`src/rtl/mc_control_fsm.sv`:
```
// Multi-cycle processor control FSM: sequences fetch/decode/execute/memory/
// writeback states, drives the datapath controls from the current state
// (FETCH write enables gated by memory ready), flags unsupported opcodes and
// counts retired instructions.
module mc_control_fsm #(
    parameter int CNT_W = 32
) (
    input  logic             clk_i,
    input  logic             rst_i,
    input  logic [5:0]       op_i6,
    input  logic             mem_ready_i,
    output logic             mem_req_o,
    output logic             iord_o,
    output logic             ir_write_o,
    output logic             pc_write_o,
    output logic             branch_o,
    output logic             mem_write_o,
    output logic             reg_write_o,
    output logic             mem_to_reg_o,
    output logic             reg_dst_rtrd_o,
    output logic             alu_src_a_o,
    output logic [1:0]       alu_src_b_o2,
    output logic [1:0]       pc_src_o2,
    output logic [1:0]       alu_op_o2,
    output logic             illegal_o,
    output logic [3:0]       state_o4,
    output logic [CNT_W-1:0] retired_cnt_o
);

    localparam logic [3:0] S_FETCH  = 4'd0;
    localparam logic [3:0] S_DECODE = 4'd1;
    localparam logic [3:0] S_MEMADR = 4'd2;
    localparam logic [3:0] S_MEMRD  = 4'd3;
    localparam logic [3:0] S_MEMWB  = 4'd4;
    localparam logic [3:0] S_MEMWR  = 4'd5;
    localparam logic [3:0] S_EXEC   = 4'd6;
    localparam logic [3:0] S_ALUWB  = 4'd7;
    localparam logic [3:0] S_BRANCH = 4'd8;
    localparam logic [3:0] S_ADDIEX = 4'd9;
    localparam logic [3:0] S_ADDIWB = 4'd10;
    localparam logic [3:0] S_JUMP   = 4'd11;

    localparam logic [5:0] OP_LW   = 6'b100011;
    localparam logic [5:0] OP_SW   = 6'b101011;
    localparam logic [5:0] OP_RT   = 6'b000000;
    localparam logic [5:0] OP_BEQ  = 6'b000100;
    localparam logic [5:0] OP_ADDI = 6'b001000;
    localparam logic [5:0] OP_J    = 6'b000010;

    logic [3:0]       state_q, state_d;
    logic [5:0]       op_q, op_d;
    logic [CNT_W-1:0] cnt_q, cnt_d;
    logic             retire_s;
    logic             illegal_s;

    // Next-state, opcode latch and retirement decision.
    always_comb begin
        state_d   = S_FETCH;
        op_d      = op_q;
        retire_s  = 1'b0;
        illegal_s = 1'b0;
        case (state_q)
            S_FETCH: begin
                if (mem_ready_i) begin
                    state_d = S_DECODE;
                end else begin
                    state_d = S_FETCH;
                end
            end
            S_DECODE: begin
                // Later states only ever look at the latched copy.
                op_d = op_i6;
                case (op_i6)
                    OP_LW, OP_SW: state_d = S_MEMADR;
                    OP_RT:        state_d = S_EXEC;
                    OP_BEQ:       state_d = S_BRANCH;
                    OP_ADDI:      state_d = S_ADDIEX;
                    OP_J:         state_d = S_JUMP;
                    default: begin
                        state_d   = S_FETCH;
                        illegal_s = 1'b1;
                    end
                endcase
            end
            S_MEMADR: begin
                if (op_q == OP_LW) begin
                    state_d = S_MEMRD;
                end else begin
                    state_d = S_MEMWR;
                end
            end
            S_MEMRD: begin
                if (mem_ready_i) begin
                    state_d = S_MEMWB;
                end else begin
                    state_d = S_MEMRD;
                end
            end
            S_MEMWR: begin
                if (mem_ready_i) begin
                    state_d  = S_FETCH;
                    retire_s = 1'b1;
                end else begin
                    state_d = S_MEMWR;
                end
            end
            S_EXEC:   state_d = S_ALUWB;
            S_ADDIEX: state_d = S_ADDIWB;
            S_MEMWB, S_ALUWB, S_BRANCH, S_ADDIWB, S_JUMP: begin
                state_d  = S_FETCH;
                retire_s = 1'b1;
            end
            // Unused encodings 12-15 recover to FETCH.
            default: state_d = S_FETCH;
        endcase
        if (retire_s) begin
            cnt_d = cnt_q + {{(CNT_W-1){1'b0}}, 1'b1};
        end else begin
            cnt_d = cnt_q;
        end
    end

    // State, latched opcode and retired counter; reset wins over every transition.
    always_ff @(posedge clk_i) begin
        if (rst_i) begin
            state_q <= S_FETCH;
            op_q    <= 6'd0;
            cnt_q   <= {CNT_W{1'b0}};
        end else begin
            state_q <= state_d;
            op_q    <= op_d;
            cnt_q   <= cnt_d;
        end
    end

    // Moore datapath controls; only FETCH write enables follow mem_ready_i.
    always_comb begin
        mem_req_o      = 1'b0;
        iord_o         = 1'b0;
        ir_write_o     = 1'b0;
        pc_write_o     = 1'b0;
        branch_o       = 1'b0;
        mem_write_o    = 1'b0;
        reg_write_o    = 1'b0;
        mem_to_reg_o   = 1'b0;
        reg_dst_rtrd_o = 1'b0;
        alu_src_a_o    = 1'b0;
        alu_src_b_o2   = 2'b00;
        pc_src_o2      = 2'b00;
        alu_op_o2      = 2'b00;
        case (state_q)
            S_FETCH: begin
                mem_req_o    = 1'b1;
                alu_src_b_o2 = 2'b01;
                ir_write_o   = mem_ready_i;
                pc_write_o   = mem_ready_i;
            end
            S_DECODE: alu_src_b_o2 = 2'b11;
            S_MEMADR, S_ADDIEX: begin
                alu_src_a_o  = 1'b1;
                alu_src_b_o2 = 2'b10;
            end
            S_MEMRD: begin
                mem_req_o = 1'b1;
                iord_o    = 1'b1;
            end
            S_MEMWB: begin
                reg_write_o  = 1'b1;
                mem_to_reg_o = 1'b1;
            end
            S_MEMWR: begin
                mem_req_o   = 1'b1;
                iord_o      = 1'b1;
                mem_write_o = 1'b1;
            end
            S_EXEC: begin
                alu_src_a_o = 1'b1;
                alu_op_o2   = 2'b10;
            end
            S_ALUWB: begin
                reg_write_o    = 1'b1;
                reg_dst_rtrd_o = 1'b1;
            end
            S_BRANCH: begin
                alu_src_a_o = 1'b1;
                alu_op_o2   = 2'b01;
                pc_src_o2   = 2'b01;
                branch_o    = 1'b1;
            end
            S_ADDIWB: reg_write_o = 1'b1;
            S_JUMP: begin
                pc_src_o2  = 2'b10;
                pc_write_o = 1'b1;
            end
            default: mem_req_o = 1'b0;
        endcase
    end

    assign illegal_o     = illegal_s;
    assign state_o4      = state_q;
    assign retired_cnt_o = cnt_q;

endmodule

```
`config.mk`:
```
export PLATFORM = sky130hd
export DESIGN_NAME = mc_control_fsm
export DESIGN_NICKNAME = d
export VERILOG_FILES = /design/src/rtl/mc_control_fsm.sv
export SDC_FILE = /design/constraint.sdc
export NUM_CORES = 1
export LEC_CHECK = 0
export ABC_AREA = 1
export CAP_MARGIN = 20
export CORE_MARGIN = 10
export CORE_UTILIZATION = 30
export DETAILED_ROUTE_END_ITERATION = 16
export GPL_TIMING_DRIVEN = 0
export PLACE_DENSITY = 0.55
export SYNTH_ARGS = -nofsm -noshare
export SYNTH_HDL_FRONTEND = slang
export SYNTH_SLANG_ARGS = --single-unit
```
`constraint.sdc`:
```
create_clock -name clk_i -period 2.6 [get_ports clk_i]
set_clock_uncertainty 0.15 [all_clocks]
set_input_delay 0.65 -clock clk_i [delete_from_list [all_inputs] [get_ports clk_i]]
set_output_delay 0.65 -clock clk_i [all_outputs]
set_load 0.03 [all_outputs]
```
**After elaboration in Yosys (flattened, before gate mapping)**

Cells that the tools add are included.

- Add/subtract/negate cells: 1
- Equal/unequal tests: 17
- Multiplexer cells: 23
- Reduce and logical (&&, ||, !) cells: 10

Operators with widths:

| cell | count |
|---|---|
| $add A32 B1 Y32 const B | 1 |
| $pmux W4 S7 | 1 |
| $pmux W4 S5 | 1 |
| $eq A6 B6 Y1 const B | 3 |
| $eq A4 B3 Y1 const B | 4 |
| $eq A4 B4 Y1 const B | 4 |
| $mux W1 | 13 |
| $mux W3 | 3 |
| $eq A4 B2 Y1 const B | 2 |
| $pmux W2 S2 | 2 |
| $eq A6 B2 Y1 const B | 1 |
| $eq A6 B3 Y1 const B | 1 |
| $eq A6 B4 Y1 const B | 1 |
| $logic_not A6 Y1 | 1 |
| $pmux W2 S3 | 1 |
| $reduce_or A2 Y1 | 3 |
| $reduce_or A3 Y1 | 2 |
| $reduce_or A6 Y1 | 1 |
| $reduce_or A5 Y1 | 1 |
| $eq A4 B1 Y1 const B | 1 |
| $logic_not A4 Y1 | 1 |
| $pmux W1 S2 | 2 |
| $reduce_or A4 Y1 | 1 |

- Register bits after elaboration: 42
- Word-level logic and storage cells: 54

**Longest topological paths before layout**

Gate-level depths: netlist of run 1.

- Depth after elaboration: 4
- Gate-level depth with buffers: 10
- Gate-level depth less buffers: 9

**Least setup slack after synthesis of run 1**

Ideal clock, no wire load.

- Kind: register -> output
- Start: reg state_q[0], in the netlist state_o4[0]
- End: out mem_req_o
- Arrival time: 1.959 ns
- Data required time: 1.800 ns
- Path slack: -0.159 ns
- Stages on the path, launching flop included: 6
- Path buffers: 0
- Path through: dfxtp_1 -> inv_2 -> nor2_2 -> inv_2 -> o21ai_0 -> or2_2

- Word-level cells in the longest chain between the ends: 3
- Elaborated cells between the ends (all ways): 5

RTL lines:

| item | RTL line | text |
|---|---|---|
| start, declared | 50 | `logic [3:0] state_q, state_d;` |
| start signal, assigned | 130 | `state_q <= state_d;` |
| $eq A4 B3 Y1, or another cell as far along | 151 | `case (state_q)` |
| $reduce_or A3 Y1 (no source line) (*) | n/a |  |
| $mux W1 (*) | 151 |  |
| end, declared | 12 | `output logic mem_req_o,` |

Every way passes the cells marked *; elsewhere a longest branch is shown, timed or not.

**Worst setup path in the final report of run 1**

- Start: in op_i6[2]
- End: out illegal_o

- Word-level cells in the longest chain between the ends: 4
- Elaborated cells between the ends (all ways): 9

RTL lines:

| item | RTL line | text |
|---|---|---|
| start, declared | 10 | `input logic [5:0] op_i6,` |
| $eq A6 B2 Y1, or another cell as far along | 73 | `case (op_i6)` |
| $reduce_or A6 Y1 (no source line) (*) | n/a |  |
| $mux W1 (*) | 73 |  |
| $mux W1 (*) | 62 | `case (state_q)` |
| end, declared | 25 | `output logic illegal_o,` |

Marks and branches as above.

==> results_tabular.tex, run 1 <==
\begin{tabular}{lr}
\hline
Metric & Value \\
\hline
\multicolumn{2}{l}{\textbf{Status}} \\
\quad Result of the run & finished, violations left \\
\quad Violated checks & setup timing \\
\multicolumn{2}{l}{\textbf{Detailed routing}} \\
\quad Detailed Route WL & 7640 um \\
\quad DRC & 0 \\
\quad Average wire per cell in the routed design & 12.8 um \\
\quad Number of DRC markers in iteration 0 & 153 \\
\quad Via count & 2796 \\
\quad Iteration count of the initial detailed-routing pass & 4 \\
\quad Number of vias per cell after detailed routing & roughly 4.7 \\
\quad Detail Route Antenna Nets & 0 \\
\multicolumn{2}{l}{\textbf{GRT}} \\
\quad Pin count of the biggest net entering global routing & 13 \\
\quad Initial antenna violation count & 0 \\
\quad Total routing resource utilization after global routing & 11.6\% \\
\quad Global route total overflow & 0 \\
\quad Via count of the first global-routing pass & about 2500 \\
\quad First-pass GRT wire length & $\sim$12000 um \\
\multicolumn{2}{l}{\textbf{Clocking}} \\
\quad Num CTS Buffers & 5 \\
\quad Sink Count & 42 \\
\quad Clock-pin slew on the worst setup and hold paths & 80 ps \\
\quad Number of hold buffers added after CTS & 0 \\
\quad Clock root buffer & clkbuf\_8 \\
\quad TritonCTS clock tree & yes \\
\quad H-tree Lvls & 2 \\
\quad Clock latency of the later-clocked register in the worst-skew pair & 290 ps \\
\quad Maximum count of clock buffers along a single path & 2 \\
\multicolumn{2}{l}{\textbf{STA}} \\
\quad Final setup violation count & 1 \\
\quad Slew at the pin closest to its max-slew limit & $\sim$460 ps \\
\quad Min cycle time layout & around 2600 ps \\
\quad Fin. max-slew vios & 0 \\
\quad Final hold viol count & 0 \\
\quad Unrepaired setup endpoints after global routing & yes \\
\quad Crit path setup slack, layout & -26.3 ps \\
\quad Relative max-transition margin & 69.3\% \\
\quad Maximum clock frequency & approximately 0.38 GHz \\
\quad Final worst path period share & 101\% \\
\multicolumn{2}{l}{\textbf{Floorplan}} \\
\quad Die outline height & 112 um \\
\quad Std cell rows & 33 \\
\quad Die Outline Area & 12500 sq um \\
\quad Number of ports placed on the die boundary & 62 \\
\quad Effective utilization at floorplan & a little under a third \\
\quad Horiz. Die Dim & 112 um \\
\quad Core area & 8220 sq um \\
\multicolumn{2}{l}{\textbf{Logic synthesis}} \\
\quad Dominant cell by count in the synthesized netlist & nand2\_1 \\
\quad Unique masters post-synth & 26 \\
\quad Flip-flop and latch count after synthesis & 42 \\
\quad Syn Nets & 434 \\
\quad Commonest cells post-synth & nand2\_1, nor2\_1, inv\_1, dfxtp\_1, nand3\_1 \\
\quad Synthesis warning total & 0 \\
\quad Most area-consuming cells after synthesis & dfxtp\_1, nand2\_1, nor2\_1 \\
\quad Fraction of registers with async set/reset & 0\% \\
\quad Count of flip-flops with a built-in enable after synthesis & 0 \\
\quad Sequential-to-total area share from yosys stat & 33.2\% \\
\quad Most area-hungry cell type in the Yosys netlist & dfxtp\_1 \\
\quad Dominant synthesized flop cell & dfxtp\_1 \\
\quad Yosys top cell area share & 33.2\% \\
\quad Post-synthesis instance area & 2530 sq um \\
\quad Gate Count Post-Synth & 424 \\
\quad Average size of a mapped cell & between 5 and 6 sq um \\
\multicolumn{2}{l}{\textbf{Pwr}} \\
\quad Overall Power & roughly 0.0012 W \\
\quad Power density of the placed cells & 359 nW/um\^{}2 \\
\quad Total leakage power & 1.41 nW \\
\quad Worst IR drop on VDD & $\sim$210 uV \\
\multicolumn{2}{l}{\textbf{Cells and area}} \\
\quad Number of fill cells & slightly above 900 \\
\quad Footprint of the flip-flops and latches & approximately 840 sq um \\
\quad Ant diodes & 0 \\
\quad Multi-input gate area in the final layout & between 1000 and 1500 sq um \\
\quad Syn-to-layout area delta & 32.8\% \\
\quad Share of final-layout standard cells stronger than drive strength 1 & under 10\% \\
\quad Number of nets at the end of the flow & between 500 and 600 \\
\quad Number of non-filler instances in the completed layout & 598 \\
\multicolumn{2}{l}{\textbf{Critical path}} \\
\quad Worst stage delay on the critical path & about 460 ps \\
\quad Category of the most critical setup path & input pin to output pin \\
\quad Data required time at the worst endpoint & 1800 ps \\
\quad Family of cells with the greatest summed delay on the critical path & buffers and inverters \\
\quad Cell with the biggest individual delay on the critical path & clkdlybuf4s50\_1 \\
\quad Largest driver fanout on the critical path & 4 \\
\quad Nature of the critical path startpoint & input pin \\
\quad Sequence of cells on the critical path & clkdlybuf4s50\_1, nor2\_1, nand2\_1, nor3b\_2, nor3\_2, buf\_4 \\
\quad Data arrival time of the critical path & 1830 ps \\
\quad Kind of end point of the critical path & output pin \\
\quad Critical path buffers and inverters & 2 \\
\multicolumn{2}{l}{\textbf{Placed design}} \\
\quad Gp weighted congestion & 0.855 \\
\quad Hpwl dp & 5980 um \\
\quad Placed cell count & 589 \\
\quad Port Buf Inserts & 60 \\
\multicolumn{2}{l}{\textbf{Worst hold path}} \\
\quad Hold Path Class & flip-flop to flip-flop \\
\multicolumn{2}{l}{\textbf{Run}} \\
\quad Number of violations of the max-capacitance limit & 0 \\
\hline
\end{tabular}
logic make-up after synthesis:
family	Yosys count	synth area share, %
AOI/OAI and AO/OA	43	8.85
xor gates and xnor gates	2	0.692
adders and majority gates	1	0.494
buffers and inverters	69	11.6
DFF	42	33.2
and+or+nand+nor	267	45.2
cell usage in the layout (no fill, tap or decap), types with 4 or more instances in the layout:
master and n:
nand4_1 17, nor3_1 5, inv_1 51, clkbuf_8 6, nand2_1 103, nand3_1 35
nor2_2 6, dfxtp_1 42, clkbuf_2 6, dlymetal6s2s_1 6, clkbuf_1 5, inv_2 5
a21oi_1 24, dlygate4sd2_1 4, buf_4 4, o21ai_0 15, clkdlybuf4s50_1 41, nor2_1 91
per-stage QoR:
step                TNS, ps  hold WS [ps]  util [%]  instance area [sq um]  setup WS (ps)
floorplan                 0           280         -                   2540            128
global placement      -1130           297      39.8                   3270           -595
detailed placement    -1080           304      39.8                   3270           -577
CTS                   -38.4           315      40.8                   3350          -38.4
global route           -112           339      40.9                   3360           -112
finish                -26.3           314      40.9                   3360          -26.3
layout make-up:
cell class                      instances  share of cell area (%)
Inverter                               57                    6.36
Clock buffer                            7                    2.57
Sequential cell                        42                    25.0
Clock inverter                          1                   0.149
Multi-Input combinational cell        313                    42.2
Timing Repair Buffer                   61                    17.5
Tap cell                              105                    3.91
Buffer                                 12                    2.34
worst reg2reg max path, delay by kind of cell, from the launching register on:
family	cells	cell delay (ps)
simple gates	7	1050
flops	1	400
fa+ha+maj	1	220
buf+inv	1	30
flip-flops by register name, summed over array words and instances, names as in the netlist:
| signal | count |
|---|---|
| op_q | 6 |
| state_o4 | 4 |
| retired_cnt_o | 32 |
power breakdown:
part	switching, W	leakage (nW)	internal (W)
clock	0.000222	0.0482	0.000214
combinational	0.0000741	1.03	0.0000389
sequential	0.00000495	0.339	0.000652
total	0.000301	1.41	0.000905
path summary, 6_finish.rpt:
kind / startpoint / endpoint / slack [ps] / cells past startpoint
worst max-delay path: op_i6[2] / illegal_o / -30 / 6
worst min-delay path: op_q[5] / op_q[5] / 310 / 2
worst max register to register: retired_cnt_o[0] / retired_cnt_o[24] / 700 / 9
worst min register to register: op_q[5] / op_q[5] / 310 / 2
repair_timing:
| item | 4_1_cts | 5_1_grt |
|---|---|---|
| endpoints found under the setup margin | 13 | 13 |
| gates resized for setup | 23 | 22 |
| pin swaps | 0 | 1 |
| setup buffers | 0 | 1 |
| cloned | 0 | 0 |
metal layers:
layer	track usage (%)	routed length, um	up-vias
met1	14.6	3470	1252
met3	2.42	486	4
li1	-	-	1474
met2	19.7	3620	66
met5	0	0	-
met4	2.83	64	0
No activity file was read; power rests on OpenSTA's default activity.
==> run 2, diff against run 1 <==
--- a/constraint.sdc
+++ b/constraint.sdc
@@ -4,2 +4,2 @@
 set_output_delay 0.65 -clock clk_i [all_outputs]
-set_load 0.03 [all_outputs]
+set_load 0.05 [all_outputs]
==> results_tabular.tex, run 2 (synthesized netlist as in run 1, its figures left out) <==
\begin{tabular}{lr}
\hline
Metric & Value \\
\hline
\multicolumn{2}{l}{\textbf{Status}} \\
\quad Result of the run & finished clean \\
\multicolumn{2}{l}{\textbf{Detailed routing}} \\
\quad Detail Route Antenna Nets & 0 \\
\quad Detailed Route WL & 7700 um \\
\quad Number of DRC markers in iteration 0 & 138 \\
\quad Via count & 2797 \\
\quad Number of vias per cell after detailed routing & 4.68 \\
\quad Average wire per cell in the routed design & 12.9 um \\
\quad Iteration count of the initial detailed-routing pass & 5 \\
\quad DRC & 0 \\
\multicolumn{2}{l}{\textbf{Cells and area}} \\
\quad Number of nets at the end of the flow & 502 \\
\quad Commonest non-fill, non-tap cells in the layout & nand2\_1, nor2\_1, inv\_1, dfxtp\_1, clkdlybuf4s50\_1 \\
\quad Ant diodes & 0 \\
\quad Commonest non-fill, non-tap cell in the layout & nand2\_1 \\
\quad Cell area after layout & 3440 sq um \\
\quad Syn-to-layout area delta & 35.9\% \\
\quad Share of final-layout standard cells stronger than drive strength 1 & 11.6\% \\
\quad Number of non-filler instances in the completed layout & about 600 \\
\quad Number of flip-flops in the largest register & 32 \\
\multicolumn{2}{l}{\textbf{STA}} \\
\quad Unrepaired setup endpoints after global routing & yes \\
\quad Slew at the pin closest to its max-slew limit & about 540 ps \\
\quad Relative max-transition margin & 63.9\% \\
\quad Maximum clock frequency & 0.393 GHz \\
\quad Min cycle time layout & between 2000 and 3000 ps \\
\quad Fin. max-slew vios & 0 \\
\quad Final worst path period share & just under 100\% \\
\quad Hold Slack & approximately 310 ps \\
\quad Final setup violation count & 0 \\
\quad Final hold viol count & 0 \\
\quad Setup TNS & 0 ps \\
\multicolumn{2}{l}{\textbf{Clocking}} \\
\quad Clock latency of the later-clocked register in the worst-skew pair & 290 ps \\
\quad Maximum count of clock buffers along a single path & 2 \\
\quad TritonCTS clock tree & yes \\
\quad Clock root buffer & clkbuf\_8 \\
\quad H-tree Lvls & 2 \\
\quad Clock-pin slew on the worst setup and hold paths & 80 ps \\
\quad Sink Count & between 40 and 50 \\
\quad Num CTS Buffers & 5 \\
\multicolumn{2}{l}{\textbf{Placed design}} \\
\quad Placed cell count & 589 \\
\quad Hpwl dp & 6000 um \\
\quad Port Buf Inserts & 60 \\
\quad Gp weighted congestion & 0.866 \\
\quad Area after DPL & between 3000 and 4000 sq um \\
\multicolumn{2}{l}{\textbf{Floorplan}} \\
\quad Number of ports placed on the die boundary & 62 \\
\quad Std cell rows & 33 \\
\quad Die Outline Area & 12500 sq um \\
\quad Core area & 8220 sq um \\
\quad Horiz. Die Dim & approximately 110 um \\
\quad Die outline height & about 110 um \\
\quad Effective utilization at floorplan & between 30\% and 40\% \\
\multicolumn{2}{l}{\textbf{GRT}} \\
\quad Via count of the first global-routing pass & 2664 \\
\quad First-pass GRT wire length & 12900 um \\
\quad Global route total overflow & 0 \\
\quad Initial antenna violation count & 0 \\
\quad Total routing resource utilization after global routing & a little under an eighth \\
\quad Pin count of the biggest net entering global routing & 14 \\
\multicolumn{2}{l}{\textbf{Critical path}} \\
\quad Cell with the biggest individual delay on the critical path & clkdlybuf4s50\_1 \\
\quad Largest driver fanout on the critical path & 4 \\
\quad Kind of end point of the critical path & output pin \\
\quad Data arrival time of the critical path & around 1700 ps \\
\quad Data required time at the worst endpoint & roughly 1800 ps \\
\quad Nature of the critical path startpoint & input pin \\
\quad Worst stage delay on the critical path & 530 ps \\
\quad Category of the most critical setup path & input pin to output pin \\
\quad Sequence of cells on the critical path & clkdlybuf4s50\_1, nand2\_1, inv\_1, clkdlybuf4s18\_2 \\
\multicolumn{2}{l}{\textbf{Worst hold path}} \\
\quad Hold Path Class & flip-flop to flip-flop \\
\multicolumn{2}{l}{\textbf{Pwr}} \\
\quad Total leakage power & 1.42 nW \\
\quad Net Sw Power & 0.000324 W \\
\quad Worst IR drop on VDD & approximately 180 uV \\
\quad Relative contribution of the clock network to total power & 44.7\% \\
\quad Power density of the placed cells & roughly 410 nW/um\^{}2 \\
\quad Combinational share of power & 9.2\% \\
\quad Sequential cell fraction of total power & 46.0\% \\
\quad Internal Pwr Total & $\sim$0.0011 W \\
\quad Switching share of total power & 22.7\% \\
\multicolumn{2}{l}{\textbf{Run}} \\
\quad Number of violations of the max-capacitance limit & 0 \\
\hline
\end{tabular}
## run 2: what timing repair did
| item | 4_1_cts | 5_1_grt |
|---|---|---|
| endpoints found under the setup margin | 17 | 12 |
| hold buffers | 0 | 0 |
| resized for setup | 40 | 25 |
| setup buffers | 0 | 1 |
| pin swaps | 0 | 1 |
## run 2: layer usage
metal | routed length, um | global-route usage (%) | up-vias
li1 | - | - | 1478
met1 | 3640 | 14.9 | 1264
met2 | 3650 | 20.1 | 51
met3 | 344 | 2.15 | 4
met4 | 63 | 3.26 | 0
met5 | 0 | 0 | -
## run 2: path summary, 6_finish.rpt
kind                       end        startpoint  slack (ps)  cells after the start
min                    op_q[5]           op_q[5]         310                      2
max                 ir_write_o       mem_ready_i          60                      4
min reg2reg            op_q[5]           op_q[5]         310                      2
max reg2reg  retired_cnt_o[24]  retired_cnt_o[0]         700                      9
## run 2: stage by stage
| stage | util [%] | power [W] | setup slack (ps) |
|---|---|---|---|
| 2_1_floorplan | - | 0.000757 | -49.6 |
| 3_3_place_gp | 40.1 | 0.000805 | -794 |
| 3_5_place_dp | 40.1 | 0.000806 | -814 |
| 4_1_cts | 41.9 | 0.00145 | -87.9 |
| 5_1_grt | 41.9 | 0.00148 | -43.3 |
| 6_report | 41.9 | 0.00143 | 55.2 |
## run 2: final cells by class
| cell class | instances | area, sq um |
|---|---|---|
| fillers | 901 | 4780 |
| multi-input cells | 313 | 1450 |
| flip-flops and latches | 42 | 845 |
| repair buffers | 61 | 576 |
| inverters | 57 | 214 |
| well taps | 105 | 131 |
| clock buffers | 6 | 82.6 |
| plain buffers | 12 | 78.8 |
| clock inverters | 2 | 60.1 |
## run 2: worst max-delay path: cells and delay by family
| family | cells | cell delay [ps] |
|---|---|---|
| buffers and inverters | 3 | 960 |
| and+or+nand+nor | 1 | 130 |
## run 2: power groups by stage
stage               combinational, W  sequential [W]  clock [W]
floorplan                  0.0000801        0.000677          0
finish                      0.000132        0.000657   0.000638
CTS                         0.000132        0.000657   0.000657
detailed placement          0.000134        0.000672          0
global route                0.000145        0.000658   0.000675
global placement            0.000133        0.000672          0
